### src/rtl/arb_pkg.sv
// Shared types for the 4-way round-robin arbiter: FSM state, requester count, rotating pick.
// Pure package; no latency or backpressure of its own.
package arb_pkg;

   localparam int NUM_REQ = 4;

   typedef enum logic {
      IDLE  = 1'b0,
      OWNED = 1'b1
   } arb_state_e;

   typedef struct packed {
      logic       vld;
      logic [1:0] idx;
   } pick_t;

   // Walk from the highest offset down so the lowest offset from start wins.
   function automatic pick_t rr_pick(input logic [NUM_REQ-1:0] req, input logic [1:0] start);
      pick_t      p;
      logic [1:0] idx;
      p = '0;
      for (int i = NUM_REQ - 1; i >= 0; i--) begin
         idx = start + 2'(i);
         if (req[idx]) begin
            p.vld = 1'b1;
            p.idx = idx;
         end
      end
      return p;
   endfunction

endpackage

### src/rtl/mux_4x1.sv
// 4:1 payload mux, purely combinational (zero latency).
// No flow control; output follows sel and inputs directly.
module mux_4x1 #(
   parameter int WIDTH = 32
) (
   input  logic [1:0]       sel,
   input  logic [WIDTH-1:0] in0,
   input  logic [WIDTH-1:0] in1,
   input  logic [WIDTH-1:0] in2,
   input  logic [WIDTH-1:0] in3,
   output logic [WIDTH-1:0] out
);

   always_comb begin
      out = in0;
      case (sel)
         2'd0: out = in0;
         2'd1: out = in1;
         2'd2: out = in2;
         2'd3: out = in3;
         default: out = in0;
      endcase
   end

endmodule

### src/rtl/rr_arbiter_4x1.sv
// Round-robin 4:1 ownership arbiter with hold-limit preemption; grant visible 1 cycle after request.
// Requesters hold req while they want the port; an owner is preempted after MAX_HOLD cycles if others wait.
module rr_arbiter_4x1
   import arb_pkg::*;
#(
   parameter int WIDTH    = 32,
   parameter int MAX_HOLD = 8
) (
   input  logic               clk,
   input  logic               rst_n,
   input  logic [NUM_REQ-1:0] req,
   input  logic [WIDTH-1:0]   in0,
   input  logic [WIDTH-1:0]   in1,
   input  logic [WIDTH-1:0]   in2,
   input  logic [WIDTH-1:0]   in3,
   output logic [NUM_REQ-1:0] gnt,
   output logic [1:0]         sel,
   output logic               busy,
   output logic [WIDTH-1:0]   out
);

   localparam logic [7:0] HOLD_LAST = 8'(MAX_HOLD - 1);

   arb_state_e         state, state_nxt;
   logic [1:0]         ptr, ptr_nxt;
   logic [7:0]         hold_cnt, hold_nxt;
   logic [NUM_REQ-1:0] gnt_nxt;
   logic [1:0]         sel_nxt;
   logic [NUM_REQ-1:0] cand;
   logic [NUM_REQ-1:0] others;
   logic               arb;
   pick_t              pick;

   always_ff @(posedge clk) begin
      if (!rst_n) begin
         state    <= IDLE;
         ptr      <= 2'd0;
         hold_cnt <= 8'd0;
         gnt      <= '0;
         sel      <= 2'd0;
      end else begin
         state    <= state_nxt;
         ptr      <= ptr_nxt;
         hold_cnt <= hold_nxt;
         gnt      <= gnt_nxt;
         sel      <= sel_nxt;
      end
   end

   // gnt is zero in IDLE, so masking it out leaves every requester eligible there.
   assign others = req & ~gnt;

   always_comb begin
      state_nxt = state;
      ptr_nxt   = ptr;
      hold_nxt  = hold_cnt;
      gnt_nxt   = gnt;
      sel_nxt   = sel;
      cand      = '0;
      arb       = 1'b0;

      case (state)
         IDLE: begin
            gnt_nxt = '0;
            if (req != '0) begin
               arb  = 1'b1;
               cand = req;
            end
         end
         OWNED: begin
            if (!req[sel]) begin
               if (others != '0) begin
                  arb  = 1'b1;
                  cand = others;
               end else begin
                  state_nxt = IDLE;
                  gnt_nxt   = '0;
               end
            end else if (hold_cnt == HOLD_LAST && others != '0) begin
               arb  = 1'b1;
               cand = others;
            end else if (hold_cnt != HOLD_LAST) begin
               hold_nxt = hold_cnt + 8'd1;
            end
         end
         default: begin
            state_nxt = IDLE;
            gnt_nxt   = '0;
         end
      endcase

      pick = rr_pick(cand, ptr);
      if (arb && pick.vld) begin
         state_nxt = OWNED;
         sel_nxt   = pick.idx;
         gnt_nxt   = 4'b0001 << pick.idx;
         ptr_nxt   = pick.idx + 2'd1;
         hold_nxt  = 8'd0;
      end
   end

   assign busy = (state == OWNED);

   mux_4x1 #(
      .WIDTH(WIDTH)
   ) u_mux (
      .sel(sel),
      .in0(in0),
      .in1(in1),
      .in2(in2),
      .in3(in3),
      .out(out)
   );

endmodule

### config.mk
export PLATFORM = sky130hd
export DESIGN_NAME = rr_arbiter_4x1
export DESIGN_NICKNAME = d
export VERILOG_FILES = /design/src/rtl/arb_pkg.sv /design/src/rtl/mux_4x1.sv /design/src/rtl/rr_arbiter_4x1.sv
export SDC_FILE = /design/constraint.sdc
export NUM_CORES = 1
export LEC_CHECK = 0
export ABC_CLOCK_PERIOD_IN_PS = 2750
export CAP_MARGIN = 30
export CELL_PAD_IN_SITES_DETAIL_PLACEMENT = 0
export CELL_PAD_IN_SITES_GLOBAL_PLACEMENT = 1
export CORE_ASPECT_RATIO = 1.5
export CORE_MARGIN = 5
export CORE_UTILIZATION = 21
export CTS_CLUSTER_SIZE = 14
export DETAILED_ROUTE_END_ITERATION = 7
export PLACE_DENSITY_LB_ADDON = 0.1
export RECOVER_POWER = 50
export SYNTH_ARGS = -nofsm -noshare
export SYNTH_HDL_FRONTEND = slang
export SYNTH_HIERARCHICAL = 1
export SYNTH_SLANG_ARGS = --single-unit
### constraint.sdc
create_clock -name clk -period 2.75 [get_ports clk]
set_clock_uncertainty 0.2 [all_clocks]
set_input_delay 0.55 -clock clk [delete_from_list [all_inputs] [get_ports clk]]
set_output_delay 0.55 -clock clk [all_outputs]
set_load 0.02 [all_outputs]
==> impl_metrics.json <==
{
  "status": "complete, no violations",
  "dp_hpwl_um": 7447,
  "r2r_setup_slack_ns": 0.36,
  "ir_drop_uv": 406.1,
  "rows": 41,
  "nets": 473,
  "power.leakage_nw": 1.337,
  "clk_pin_slew_worst_paths_ns": 0.05,
  "cp_slowest_cell": "clkdlybuf4s50_1",
  "viasPerCell": 4.721,
  "wl_per_cell_um": 20.20,
  "post_dp_cell_area_mm2": 0.003692,
  "place_ws_ns": -0.03109,
  "wl_met1_um": 3414,
  "drc": 0,
  "cts_sinks": 17,
  "critPathCaptureType": "primary output",
  "ant_nets": 0,
  "cts_root_buffer": "clkbuf_16",
  "synth.largest_area_cell": "mux4_2",
  "async_reset_ff_share_pct": 0,
  "yosysTopAreaCellShare_pct": 39.46,
  "arrival_ns": 1.99,
  "start_kind": "primary input",
  "antenna_cells": 0,
  "power.total_mw": 1.832,
  "cp_max_fo": 1,
  "cap_violations": 0,
  "ys_seq_area_share_pct": 19.24,
  "yosysWarnings": 6,
  "setup_viol": 0,
  "gr-usage-all-layers_pct": 16.54,
  "fin_area_mm2": 0.003677,
  "htreeDepth": 1,
  "synthCells": 151,
  "clk_latency_ns": 0.24,
  "initial_core_util_pct": 21.29,
  "cpPeakStageDelay_ns": 0.56,
  "grt_max_degree": 34,
  "setup_ws_ns": 0.01350,
  "routed_wl_um": 8970,
  "die_x_um": 84.95,
  "period_share_pct": 99.51,
  "cts-buffers-inserted": 3,
  "cts_tree": "built",
  "core_area_mm2": 0.008310,
  "die_h_um": 122.4,
  "grt_first_pass_wirelength_um": 13390,
  "drt_iter0_drc": 74,
  "wl_met3_um": 736,
  "crit_buf_inv": 2,
  "hold_buffers": 0,
  "die_area_mm2": 0.01040,
  "dr.max_layer_used": "met4",
  "period_needed_ns": 2.736,
  "required_ns": 2.00,
  "path_common_cell": "clkdlybuf4s50_1",
  "path_cells": "clkdlybuf4s50_1 > mux4_2 > clkdlybuf4s50_1",
  "drive_above_1_share_pct": 17.51,
  "ys_ff_latch": 17,
  "tns_ns": 0,
  "cts.path.max_buffers": 2,
  "port_buffers": 172,
  "fmaxAchievable_ghz": 0.3654,
  "yosys.cell_types.count": 39,
  "syn-num-nets": 286,
  "postSynthAreaPerCell_um2": 11.72,
  "drtPass1Iterations": 4,
  "area_growth_pct": 107.9,
  "grt_overflow": 0,
  "synth_top_flop_cell": "dfxtp_1",
  "power_density_mw_per_mm2": 498.3,
  "route.met2.wl_um": 4777,
  "ioPinCount": 173,
  "finalHoldViolCount": 0,
  "rsz0062_at_grt": "false",
  "cp_top_family": "buffers and inverters",
  "ys_top_cells_by_count": "mux4_2, nor2_1, dfxtp_1, nand2_1",
  "yosysMostFrequentCell": "mux4_2",
  "slew_viol_final": 0,
  "synth_edf_count": 0,
  "synthesis.area_mm2": 0.001769,
  "grt_pass1_vias": 2290,
  "yosys-top-cells-area": "mux4_2, dfxtp_1, nor2_1",
  "num_vias": 2096,
  "place.gp.congestion": 0.8423,
  "relSlewSlack_pct": 76.41,
  "antenna_found_initial": 0,
  "path_class": "primary input to primary output",
  "hold_path.class": "flip-flop to flip-flop",
  "worst_pin_slew_ns": 0.3534
}
[flip-flops by register name, summed over array words and instances, names as in the netlist]
name and flops:
gnt 4, sel 2, busy 1, hold_cnt 8, ptr 2
[layout make-up]
cell class                 instances  area (um2)
fill                             819        4633
timing repair buffer             191        1802
multi-input combinational        122        1309
sequential                        17       341.6
tap                              107       133.9
clock buffer                       3       75.07
inverter                           3       11.26
clock inverter                     1       5.005
[power by group]
part	switching, mW	internal (mW)
Clock	0.0913	0.194
Sequential	0.0494	0.277
Combinational	0.556	0.664
Total	0.697	1.14
[timing repair]
| item | in CTS | in global routing |
|---|---|---|
| endpoints found under the setup margin | 9 | 16 |
| buffers inserted | 0 | 0 |
| gates resized for setup | 9 | 15 |
| endpoints found under the hold margin | 0 | 0 |
| gates cloned | 0 | 1 |
[cell usage in the layout, fill, tap and decap left out, drive strengths merged, types with 2 or more instances in the layout]
cell,count
o22ai,3
nand4,3
clkdlybuf4s50,141
buf,18
dlygate4sd2,9
nand2,14
mux4,33
a32oi,2
xor2,4
nor2b,5
inv,3
mux2i,3
dfxtp,17
o21ai,3
clkbuf,19
a21oi,5
o21a,2
nand2b,2
xnor2,3
dlygate4sd3,7
nor2,20
a211o,3
o211a,4
[metal layers]
layer	global-route usage (%)	up-vias
met5	0	-
met4	3.267	0
met3	4.903	6
met2	30.93	101
met1	18.38	1009
li1	-	980
[worst paths after layout]
path / cells past startpoint / from / endpoint
min reg2reg: 2 / gnt[1] / gnt[1]
min: 2 / gnt[1] / gnt[1]
max reg2reg: 7 / sel[0] / ptr[1]
max: 3 / in3[8] / out[8]
[cell families (layout without fill, tap and decap cells)]
kind of cell,Yosys count,count (layout),share of synthesized area [%]
buf+inv,12,198,5.941
xor+xnor,7,7,3.465
mux,36,36,44.13
simple gates,51,51,15.06
flops,17,17,19.24
fa+ha+maj,1,1,0.7071
compound gates,27,27,11.46
[worst min-delay path: stages (launching register included)]
cell and delay (ns):
dfxtp_1 0.34, nand2_1 0.07, a21oi_1 0.05
[metrics by stage]
step           hold slack (ns)  utilization [%]  instances
2_1_floorplan           0.2769                -        151
3_3_place_gp            0.3054            44.43        439
3_5_place_dp            0.3075            44.43        439
4_1_cts                 0.3184            45.26        443
5_1_grt                 0.3211            44.25        444
6_report                0.3051            44.25        444
(Power assumes the default switching activity.)
